### config.mk
export PLATFORM = sky130hd
export DESIGN_NAME = i_cache
export DESIGN_NICKNAME = d
export VERILOG_FILES = /design/src/rtl/i_cache_pkg.sv /design/src/rtl/i_cache_ctrl.sv /design/src/rtl/i_cache.sv
export SDC_FILE = /design/constraint.sdc
export NUM_CORES = 1
export LEC_CHECK = 0
export CORE_MARGIN = 2
export CORE_UTILIZATION = 60
export DETAILED_ROUTE_END_ITERATION = 10
export PLACE_DENSITY = 0.82
export RECOVER_POWER = 50
export SLEW_MARGIN = 20
export SYNTH_ARGS = -nofsm -noshare
export SYNTH_HDL_FRONTEND = slang
export SYNTH_SLANG_ARGS = --single-unit
### constraint.sdc
create_clock -name CLK -period 18.55 [get_ports CLK]
set_input_delay 3.71 -clock CLK [delete_from_list [all_inputs] [get_ports CLK]]
set_output_delay 3.71 -clock CLK [all_outputs]
set_load 0.01 [all_outputs]
### src/rtl/i_cache_pkg.sv
// rtl/i_cache_pkg.sv - shared encodings and widths for the instruction cache
package i_cache_pkg;

  typedef enum logic [1:0] {
    ST_IDLE     = 2'd0,
    ST_MEM_READ = 2'd1,
    ST_UPDATE   = 2'd2
  } state_t;

  localparam int          BLOCK_W  = 128;
  localparam int          BADDR_W  = 28;
  localparam logic [31:0] NOP_INSN = 32'h0000_0013;

endpackage

### src/rtl/i_cache_ctrl.sv
// rtl/i_cache_ctrl.sv - miss FSM and i_mem block-read handshake
import i_cache_pkg::*;

module i_cache_ctrl (
  input  logic               CLK,
  input  logic               RESET,
  input  logic               i_miss,
  input  logic [BADDR_W-1:0] i_baddr,
  input  logic               i_mem_busywait,
  input  logic [BLOCK_W-1:0] i_mem_data,
  output state_t             o_state,
  output logic               o_mem_read,
  output logic [BADDR_W-1:0] o_mem_addr,
  output logic [BLOCK_W-1:0] o_fill_data,
  output logic               o_fill_we
);

  state_t               r_state;
  logic                 r_mem_read;
  logic [BADDR_W-1:0]   r_baddr;
  logic [BLOCK_W-1:0]   r_fill;

  // Only latched values drive the fill, so the CPU address may wander mid-miss.
  always_ff @(posedge CLK) begin
    if (RESET) begin
      r_state    <= ST_IDLE;
      r_mem_read <= 1'b0;
      r_baddr    <= '0;
      r_fill     <= '0;
    end else begin
      case (r_state)
        ST_IDLE: begin
          if (i_miss) begin
            r_baddr    <= i_baddr;
            r_mem_read <= 1'b1;
            r_state    <= ST_MEM_READ;
          end
        end
        ST_MEM_READ: begin
          if (!i_mem_busywait) begin
            r_fill     <= i_mem_data;
            r_mem_read <= 1'b0;
            r_state    <= ST_UPDATE;
          end
        end
        ST_UPDATE: r_state <= ST_IDLE;
        default: begin
          r_mem_read <= 1'b0;
          r_state    <= ST_IDLE;
        end
      endcase
    end
  end

  assign o_state     = r_state;
  assign o_mem_read  = r_mem_read;
  assign o_mem_addr  = r_baddr;
  assign o_fill_data = r_fill;
  assign o_fill_we   = (r_state == ST_UPDATE);

endmodule

### src/rtl/i_cache.sv
// rtl/i_cache.sv - direct-mapped read-only instruction cache with combinational hit path
import i_cache_pkg::*;

module i_cache #(
  parameter int NUM_LINES = 8
) (
  input  logic                CLK,
  input  logic                RESET,
  input  logic                READ,
  input  logic [31:0]         ADDRESS,
  output logic [31:0]         INSTRUCTION,
  output logic                BUSYWAIT,
  output logic                MEM_READ,
  output logic [BADDR_W-1:0]  MEM_ADDR,
  input  logic [BLOCK_W-1:0]  MEM_READ_DATA,
  input  logic                MEM_BUSYWAIT
);

  localparam int INDEX_W = $clog2(NUM_LINES);
  localparam int TAG_W   = BADDR_W - INDEX_W;

  logic [NUM_LINES-1:0] r_valid;
  logic [TAG_W-1:0]     r_tag  [NUM_LINES];
  logic [BLOCK_W-1:0]   r_data [NUM_LINES];

  logic [INDEX_W-1:0]   w_index;
  logic [TAG_W-1:0]     w_tag;
  logic [1:0]           w_offset;
  logic [BLOCK_W-1:0]   w_block;
  logic [31:0]          w_word;
  logic                 w_hit;
  logic                 w_idle;
  logic                 w_miss;
  state_t               w_state;
  logic [BLOCK_W-1:0]   w_fill_data;
  logic                 w_fill_we;
  logic [INDEX_W-1:0]   w_fill_index;
  logic [TAG_W-1:0]     w_fill_tag;
  logic                 w_unused;

  assign w_offset = ADDRESS[3:2];
  assign w_index  = ADDRESS[3+INDEX_W:4];
  assign w_tag    = ADDRESS[31:4+INDEX_W];
  assign w_unused = &{1'b0, ADDRESS[1:0]};

  assign w_hit   = READ & r_valid[w_index] & (r_tag[w_index] == w_tag);
  assign w_block = r_data[w_index];
  assign w_word  = w_block[32*w_offset +: 32];
  assign w_idle  = (w_state == ST_IDLE);
  assign w_miss  = w_idle & READ & ~w_hit;

  assign INSTRUCTION = (w_idle & w_hit) ? w_word : NOP_INSN;
  assign BUSYWAIT    = w_idle ? (READ & ~w_hit) : 1'b1;

  // The latched block address already carries the target index and tag.
  assign w_fill_index = MEM_ADDR[INDEX_W-1:0];
  assign w_fill_tag   = MEM_ADDR[BADDR_W-1:INDEX_W];

  i_cache_ctrl u_ctrl (
    .CLK            (CLK),
    .RESET          (RESET),
    .i_miss         (w_miss),
    .i_baddr        (ADDRESS[31:4]),
    .i_mem_busywait (MEM_BUSYWAIT),
    .i_mem_data     (MEM_READ_DATA),
    .o_state        (w_state),
    .o_mem_read     (MEM_READ),
    .o_mem_addr     (MEM_ADDR),
    .o_fill_data    (w_fill_data),
    .o_fill_we      (w_fill_we)
  );

  always_ff @(posedge CLK) begin
    if (RESET) begin
      r_valid <= '0;
    end else if (w_fill_we) begin
      r_valid[w_fill_index] <= 1'b1;
    end
  end

  always_ff @(posedge CLK) begin
    if (!RESET && w_fill_we) begin
      r_tag[w_fill_index]  <= w_fill_tag;
      r_data[w_fill_index] <= w_fill_data;
    end
  end

endmodule
==> impl_metrics.prom, run 1 <==
# TYPE chip_impl_metric gauge
chip_impl_metric{name="totalNegativeSetupSlack",unit="ns"} 0
chip_impl_metric{name="cellPowerDensity",unit="mW/mm²"} 106.4
chip_impl_metric{name="final_core_util",unit=""} 0.6952
chip_impl_info{name="synth_area_leader_cell",value="edfxtp_1"} 1
chip_impl_info{name="worstSetupEndpointType",value="primary output"} 1
chip_impl_metric{name="asyncSetResetFlopFracSynth",unit=""} 0
chip_impl_metric{name="clock_power_share",unit=""} 0.419
chip_impl_metric{name="ctsHtreeMaxLevel",unit=""} 4
chip_impl_metric{name="gr-total-overflow",unit=""} 0
chip_impl_metric{name="die_x",unit="µm"} 300.1
chip_impl_metric{name="worst_pin_slew",unit="ns"} 3.607
chip_impl_metric{name="p_comb_frac",unit=""} 0.044
chip_impl_metric{name="multi_input_comb_area",unit="mm²"} 0.01185
chip_impl_metric{name="viasPerCell",unit=""} 6.534
chip_impl_info{name="status",value="finished, violations left"} 1
chip_impl_metric{name="clk-insertion-delay-late",unit="ns"} 0.72
chip_impl_metric{name="timing.final.crit_period",unit="ns"} 12.20
chip_impl_metric{name="core_region_area",unit="mm²"} 0.08675
chip_impl_metric{name="cts_inserted_buffers",unit=""} 134
chip_impl_metric{name="groute.usage.overall",unit=""} 0.2778
chip_impl_metric{name="synth_top_area_frac",unit=""} 0.6989
chip_impl_metric{name="postCtsSetupBuffers",unit=""} 0
chip_impl_metric{name="p_leak",unit="nW"} 20.35
chip_impl_info{name="worstPathCellList",value="buf_8 > buf_6 > mux4_2 > mux2i_1 > xor2_1 > nand2_1 > nor4_1 > nand4_1 > or3_1 > buf_4 > a211o_1 > clkdlybuf4s50_1"} 1
chip_impl_metric{name="finalNetCount",unit=""} 3001
chip_impl_info{name="cts.root.buffer_cell",value="clkbuf_16"} 1
chip_impl_metric{name="drc",unit=""} 0
chip_impl_metric{name="die_h",unit="µm"} 300.1
chip_impl_metric{name="final_min_period_over_clock_period",unit=""} 0.6575
chip_impl_metric{name="dp_hpwl",unit="µm"} 60970
chip_impl_metric{name="synthesis.yosys.warnings",unit=""} 0
chip_impl_metric{name="grt_antenna_before_repair",unit=""} 5
chip_impl_info{name="grt_setup_unrepaired",value="no"} 1
chip_impl_metric{name="top_level_ports",unit=""} 226
chip_impl_metric{name="seq_power_share",unit=""} 0.536
chip_impl_metric{name="cp_slowest_stage_delay",unit="ns"} 0.72
chip_impl_metric{name="maximum_clock_insertion_buffer_count",unit=""} 3
chip_impl_metric{name="cts_resized",unit=""} 0
chip_impl_metric{name="grt_first_pass_wirelength",unit="µm"} 182100
chip_impl_metric{name="first_iter_violations",unit=""} 3106
chip_impl_metric{name="buffer_ports.inserted",unit=""} 223
chip_impl_metric{name="globalplace.congestion",unit=""} 0.8139
chip_impl_metric{name="cellInternalPower",unit="mW"} 5.090
chip_impl_info{name="failed_checks",value="capacitance limit, slew limit"} 1
chip_impl_metric{name="num-fill-cells",unit=""} 5015
chip_impl_metric{name="synthesis.area_per_instance",unit="µm²"} 20.22
chip_impl_metric{name="max_clock_freq",unit="MHz"} 81.98
chip_impl_metric{name="final-seq-area",unit="mm²"} 0.04010
chip_impl_metric{name="switching_share",unit=""} 0.2068
chip_impl_info{name="tritoncts",value="done"} 1
chip_impl_metric{name="crit_path_max_fanout",unit=""} 84
chip_impl_metric{name="post_cts_hold_buffer_count",unit=""} 0
chip_impl_info{name="most_common_flop_cell_mapped_by_yosys",value="edfxtp_1"} 1
chip_impl_metric{name="dieArea",unit="mm²"} 0.09004
chip_impl_metric{name="critPathRequiredTime",unit="ns"} 14.84
chip_impl_metric{name="via_count_of_the_first_global_routing_pass",unit=""} 28030
chip_impl_info{name="synth.area.top_cells",value="edfxtp_1, mux4_2, dfxtp_1, nand2_1, a21oi_1"} 1
chip_impl_metric{name="firstDrtPassIters",unit=""} 5
chip_impl_metric{name="final_layout_size_suffix_gt1_frac",unit=""} 0.2126
chip_impl_metric{name="netlist_instances",unit=""} 2601
chip_impl_metric{name="cap_violations",unit=""} 6
chip_impl_metric{name="clock_skew",unit="ns"} 0.02563
chip_impl_metric{name="clock-sinks",unit=""} 1391
chip_impl_info{name="crit_path_start_kind",value="primary input"} 1
chip_impl_metric{name="ys_ff_latch",unit=""} 1391
chip_impl_metric{name="crit_arrival",unit="ns"} 8.49
chip_impl_metric{name="grt_max_degree",unit=""} 193
chip_impl_info{name="critical_path.top_delay_family",value="buffers and inverters"} 1
chip_impl_metric{name="net-switching-power",unit="mW"} 1.327
chip_impl_metric{name="area_growth_syn_to_layout",unit="%"} 14.67
chip_impl_metric{name="drt-wirelength-per-cell",unit="µm"} 30.09
chip_impl_metric{name="syn_nets",unit=""} 2765
chip_impl_metric{name="reg2reg_slack",unit="ns"} 13.77
chip_impl_metric{name="synth_enable_flop_cells",unit=""} 1224
chip_impl_metric{name="routed-via-count",unit=""} 26800
chip_impl_info{name="worst-setup-path-type",value="primary input to primary output"} 1
chip_impl_metric{name="setup-violations-final",unit=""} 0
chip_impl_metric{name="clkSlewWorstSetupHoldPaths",unit="ns"} 0.06
chip_impl_metric{name="max-slew-margin-rel",unit=""} -1.404
chip_impl_metric{name="yosys.cell_types.count",unit=""} 42
chip_impl_info{name="class_of_the_most_critical_hold_timing_path",value="flip-flop to flip-flop"} 1
chip_impl_info{name="cp_slowest_cell",value="buf_6"} 1
chip_impl_metric{name="postRouteWirelength",unit="µm"} 123400
chip_impl_metric{name="vdd.ir_drop.worst",unit="V"} 0.00009629
chip_impl_metric{name="postRouteAntennaNets",unit=""} 0
chip_impl_metric{name="yosysSeqAreaShare",unit=""} 0.7625
chip_impl_metric{name="mappedNetlistArea",unit="mm²"} 0.05259
chip_impl_metric{name="fp-row-count",unit=""} 108
chip_impl_metric{name="initial_utilization",unit=""} 0.6062
chip_impl_metric{name="slew_violations",unit=""} 177
chip_impl_metric{name="cp.buffers_inverters",unit=""} 4
chip_impl_metric{name="final-hold-violation-count",unit=""} 0
## synth_stat cells, drive strengths merged (19+ instances only)
cell type     n
mux4        349
nor2         39
buf          64
mux2i        67
nand2       264
clkbuf       91
a21bo        28
xor2         21
nand3        33
a21oi       157
mux2         19
dfxtp       167
edfxtp     1224
## logic make-up (layout without fill, tap and decap cells)
group,count (synthesis),count (layout),synth area share
flops,1391,1391,0.7625
mux,435,435,0.1663
xor+xnor,22,22,0.003664
simple gates,367,367,0.02848
buf+inv,158,502,0.01268
compound gates,228,228,0.02643
other cells,0,2,0
## placed cells by master (no fill, tap or decap), types with 18 or more instances in the layout
cell type        instances
mux2i_1                 67
nand2_1                264
nor2_1                  38
mux2_2                  18
a21oi_1                157
clkdlybuf4s50_1        217
buf_4                   22
a21bo_2                 28
edfxtp_1              1224
clkbuf_8                18
dfxtp_1                167
mux4_2                 349
xor2_1                  21
clkbuf_1                47
clkbuf_16              136
nand3_1                 33
## metrics by stage
step	cells	cell area, µm²	setup slack (ns)	power [mW]	hold WS [ns]
after global placement	3856	56020	6.063	3.777	0.4251
after CTS	4100	60350	5.954	6.445	0.4519
after detailed placement	3856	56020	6.009	3.787	0.4387
after global routing	4101	60310	6.078	6.572	0.4614
final	4102	60310	6.353	6.418	0.4503
after floorplan	2601	52590	3.179	3.667	0.4186
## area by class of cell
type                       instances  share of cell area
clock inverter                    46            0.008651
sequential                      1391              0.6649
timing repair buffer             255             0.04241
multi-input combinational       1052              0.1965
inverter                           3           0.0001867
antenna                            2          0.00008299
tap                             1155             0.02396
clock buffer                     198             0.06328
## registers in the layout, indices dropped and copies added (netlist names)
| name | count |
|---|---|
| r_data | 1024 |
| r_tag | 200 |
| u_ctrl.o_fill_data | 128 |
| u_ctrl.o_mem_addr | 28 |
| r_valid | 8 |
| u_ctrl.o_state | 2 |
| u_ctrl.o_mem_read | 1 |
## final timing paths
path                                   end                            from  cells past startpoint
hold reg to reg    r_valid[4]$_SDFFE_PP0N_         r_valid[4]$_SDFFE_PP0N_                      1
hold / removal     r_valid[4]$_SDFFE_PP0N_         r_valid[4]$_SDFFE_PP0N_                      1
setup / recovery            INSTRUCTION[4]                      ADDRESS[4]                     12
setup reg to reg  r_data[7][127]$_DFFE_PP_  u_ctrl.o_state[1]$_SDFFE_PP0P_                      5
## metal layers
metal	track usage	share of wire
met3	0.05521	0.087
met2	0.4619	0.51
met4	0.1085	0.037
met5	0	0.00036
met1	0.3677	0.36
## power by group through the flow
stage                     sequential (mW)  combinational [mW]  clock (mW)
final                                3.44               0.286        2.69
after global routing                 3.44               0.300        2.83
after CTS                            3.44               0.287        2.72
after detailed placement             3.51               0.280           0
after global placement               3.50               0.276           0
after floorplan                      3.50               0.169           0
Power figures use the tool's default switching activity.
==> run 2, diff against run 1 <==
CORE_UTILIZATION = 54   (was 60)
PLACE_DENSITY = 0.78   (was 0.82)
clock period = 10.8 ns   (was 18.55 ns; I/O delays follow)
==> run 2 against run 1 <==
Against the previous run: largest cell class unchanged; highest routed layer unchanged; cell count up 3.1%; the flow still finishes with violations (capacitance limit, slew limit); total power rose by 74%; utilization shrank 6.6 points; routed wire length is 2.9% lower; non-clock buffer count increased by 4; via count down 2.2%.
==> impl_metrics.prom, run 2 (synthesis gave the netlist of run 1 again) <==
# TYPE chip_impl_metric gauge
chip_impl_metric{name="dpl-instance-area",unit="mm²"} 0.05624
chip_impl_metric{name="drc",unit=""} 0
chip_impl_metric{name="firstDrtPassIters",unit=""} 5
chip_impl_metric{name="net-switching-power",unit="mW"} 2.301
chip_impl_info{name="uppermost_signal_routing_layer_after_detailed_routing",value="met5"} 1
chip_impl_metric{name="switching_share",unit=""} 0.2064
chip_impl_info{name="registers.top_by_ff_count",value="r_data"} 1
chip_impl_metric{name="totalNegativeSetupSlack",unit="ns"} 0
chip_impl_metric{name="via_count_of_the_first_global_routing_pass",unit=""} 27620
chip_impl_metric{name="finalNetCount",unit=""} 3006
chip_impl_info{name="hold_path.startpoint",value="r_valid[5]$_SDFFE_PP0N_"} 1
chip_impl_metric{name="clock_skew",unit="ns"} 0.02403
chip_impl_metric{name="crit_arrival",unit="ns"} 6.60
chip_impl_metric{name="detailroute.wirelength.met3",unit="µm"} 11130
chip_impl_metric{name="grt_max_degree",unit=""} 155
chip_impl_metric{name="fin_hold_ws",unit="ns"} 0.4585
chip_impl_info{name="cts.root.buffer_cell",value="clkbuf_16"} 1
chip_impl_metric{name="core_region_area",unit="mm²"} 0.09657
chip_impl_metric{name="final-hold-violation-count",unit=""} 0
chip_impl_metric{name="cap_violations",unit=""} 5
chip_impl_metric{name="drt-met1-wl",unit="µm"} 44380
chip_impl_metric{name="cts_inserted_buffers",unit=""} 135
chip_impl_metric{name="antenna_cell_count",unit=""} 0
chip_impl_metric{name="first_iter_violations",unit=""} 2917
chip_impl_metric{name="routed-via-count",unit=""} 26220
chip_impl_metric{name="critPathRequiredTime",unit="ns"} 8.64
chip_impl_info{name="worstSetupEndpointType",value="primary output"} 1
chip_impl_metric{name="maximum_clock_insertion_buffer_count",unit=""} 3
chip_impl_metric{name="postRouteAntennaNets",unit=""} 0
chip_impl_metric{name="min_path_cells",unit=""} 1
chip_impl_metric{name="vdd.ir_drop.worst",unit="V"} 0.0001355
chip_impl_info{name="hold_path_end",value="r_valid[5]$_SDFFE_PP0N_"} 1
chip_impl_metric{name="met2_length",unit="µm"} 60600
chip_impl_metric{name="clk-insertion-delay-late",unit="ns"} 0.73
chip_impl_metric{name="die_x",unit="µm"} 316.1
chip_impl_metric{name="buffer_ports.inserted",unit=""} 223
chip_impl_metric{name="top_level_ports",unit=""} 226
chip_impl_metric{name="die_h",unit="µm"} 316.1
chip_impl_metric{name="rr_worst_depth",unit=""} 4
chip_impl_metric{name="place_ws",unit="ns"} 2.042
chip_impl_metric{name="p_comb_frac",unit=""} 0.044
chip_impl_metric{name="final_design_area_no_fill",unit="mm²"} 0.06075
chip_impl_metric{name="fp-row-count",unit=""} 114
chip_impl_metric{name="max-slew-margin-rel",unit=""} -1.437
chip_impl_metric{name="ctsHtreeMaxLevel",unit=""} 4
chip_impl_info{name="tritoncts",value="done"} 1
chip_impl_info{name="reg2reg_to",value="r_data[7][119]$_DFFE_PP_"} 1
chip_impl_info{name="worst-setup-path-type",value="primary input to primary output"} 1
chip_impl_metric{name="dieArea",unit="mm²"} 0.09990
chip_impl_metric{name="cellInternalPower",unit="mW"} 8.845
chip_impl_metric{name="globalplace.congestion",unit=""} 0.7751
chip_impl_metric{name="setup-violations-final",unit=""} 0
chip_impl_info{name="mostFrequentLayoutCell",value="edfxtp_1"} 1
chip_impl_metric{name="final_min_period_over_clock_period",unit=""} 0.8107
chip_impl_info{name="class_of_the_most_critical_hold_timing_path",value="flip-flop to flip-flop"} 1
chip_impl_metric{name="worst_pin_slew",unit="ns"} 3.656
chip_impl_metric{name="finalWorstSetupSlack",unit="ns"} 2.045
chip_impl_metric{name="clock_power_share",unit=""} 0.426
chip_impl_metric{name="area_growth_syn_to_layout",unit="%"} 15.52
chip_impl_metric{name="initial_utilization",unit=""} 0.5446
chip_impl_metric{name="cts_resized",unit=""} 0
chip_impl_metric{name="gr-total-overflow",unit=""} 0
chip_impl_info{name="crit_path_start_kind",value="primary input"} 1
chip_impl_metric{name="clkSlewWorstSetupHoldPaths",unit="ns"} 0.06
chip_impl_metric{name="max_clock_freq",unit="MHz"} 114.2
chip_impl_metric{name="drt-wirelength-per-cell",unit="µm"} 28.34
chip_impl_metric{name="grt_antenna_before_repair",unit=""} 4
chip_impl_metric{name="postRouteWirelength",unit="µm"} 119800
chip_impl_info{name="grt_setup_unrepaired",value="no"} 1
chip_impl_info{name="reg_to_reg_start",value="u_ctrl.o_state[1]$_SDFFE_PP0P_"} 1
chip_impl_metric{name="groute.usage.overall",unit=""} 0.2440
chip_impl_metric{name="cellPowerDensity",unit="mW/mm²"} 183.5
chip_impl_metric{name="seq_power_share",unit=""} 0.530
chip_impl_metric{name="reg2reg_slack",unit="ns"} 5.49
chip_impl_metric{name="post_cts_hold_buffer_count",unit=""} 0
chip_impl_metric{name="p_leak",unit="nW"} 20.47
chip_impl_metric{name="slew_violations",unit=""} 291
chip_impl_metric{name="final_layout_size_suffix_gt1_frac",unit=""} 0.2177
chip_impl_info{name="failed_checks",value="capacitance limit, slew limit"} 1
chip_impl_metric{name="postCtsSetupBuffers",unit=""} 0
chip_impl_metric{name="timing.final.crit_period",unit="ns"} 8.755
chip_impl_metric{name="largest_reg_flops",unit=""} 1024
chip_impl_info{name="final_cell_mix",value="edfxtp_1, mux4_2, nand2_1"} 1
chip_impl_metric{name="dp_hpwl",unit="µm"} 61520
chip_impl_metric{name="viasPerCell",unit=""} 6.200
chip_impl_metric{name="grt_first_pass_wirelength",unit="µm"} 176400
chip_impl_metric{name="crit_path_max_fanout",unit=""} 69
chip_impl_metric{name="clock-sinks",unit=""} 1391
chip_impl_info{name="status",value="finished, violations left"} 1
## run 2: cell types whose count changed in the layout (fill, tap and decap cells not counted), moves of 3 or more
cell	before	now
bufinv_16	8	11
clkinv_2	13	16
clkinv_1	10	14
nor2_1	38	35
nor2_4	1	4
clkbuf_1	47	38
## run 2: per-stage QoR
step	power, mW	utilization	std cells
2_1_floorplan	6.297	-	2601
3_3_place_gp	6.490	0.5824	3980
3_5_place_dp	6.506	0.5824	3980
4_1_cts	11.22	0.6292	4228
5_1_grt	11.45	0.6291	4229
6_report	11.15	0.6291	4229
## run 2: worst max path at each step
stage,start,cells past startpoint,to,slack (ns)
2_1_floorplan,RESET,4,r_data[7][0]$_DFFE_PP_,1.11
4_1_cts,ADDRESS[6],12,INSTRUCTION[1],2.01
3_5_place_dp,ADDRESS[6],12,INSTRUCTION[1],2.04
3_3_place_gp,ADDRESS[6],12,INSTRUCTION[1],2.05
5_1_grt,ADDRESS[6],12,INSTRUCTION[1],1.79
6_report,ADDRESS[6],12,INSTRUCTION[1],2.04
## run 2: power by group through the flow
stage / combinational (mW) / clock [mW] / sequential, mW
global route: 0.515 / 5.02 / 5.91
finish: 0.487 / 4.75 / 5.91
detailed placement: 0.483 / 0 / 6.02
floorplan: 0.290 / 0 / 6.01
CTS: 0.490 / 4.82 / 5.91
global placement: 0.477 / 0 / 6.01
## run 2: per-layer routing
layer  track usage  up-vias
li1              -    11030
met1        0.3140    13710
met2        0.4081     1262
met3       0.06403      212
met4       0.08186        8
met5             0        -
## run 2: final cells by class
type | count | area [µm²]
repair buffers | 259 | 2630
clock inverters | 58 | 704.4
flip-flops and latches | 1391 | 40100
well taps | 1276 | 1597
fillers | 6262 | 35810
multi-input cells | 1052 | 11890
clock buffers | 190 | 3819
inverters | 3 | 11.26
## run 2: worst max-delay path: stages
cell             delay (ns)
buf_6                  0.57
buf_4                  0.82
mux4_2                 0.41
mux2i_1                0.17
xor2_1                 0.20
o2111ai_1              0.19
nor4_1                 0.36
nand4_1                0.17
or3_1                  0.33
buf_4                  0.26
a211o_1                0.30
clkdlybuf4s50_1        0.60
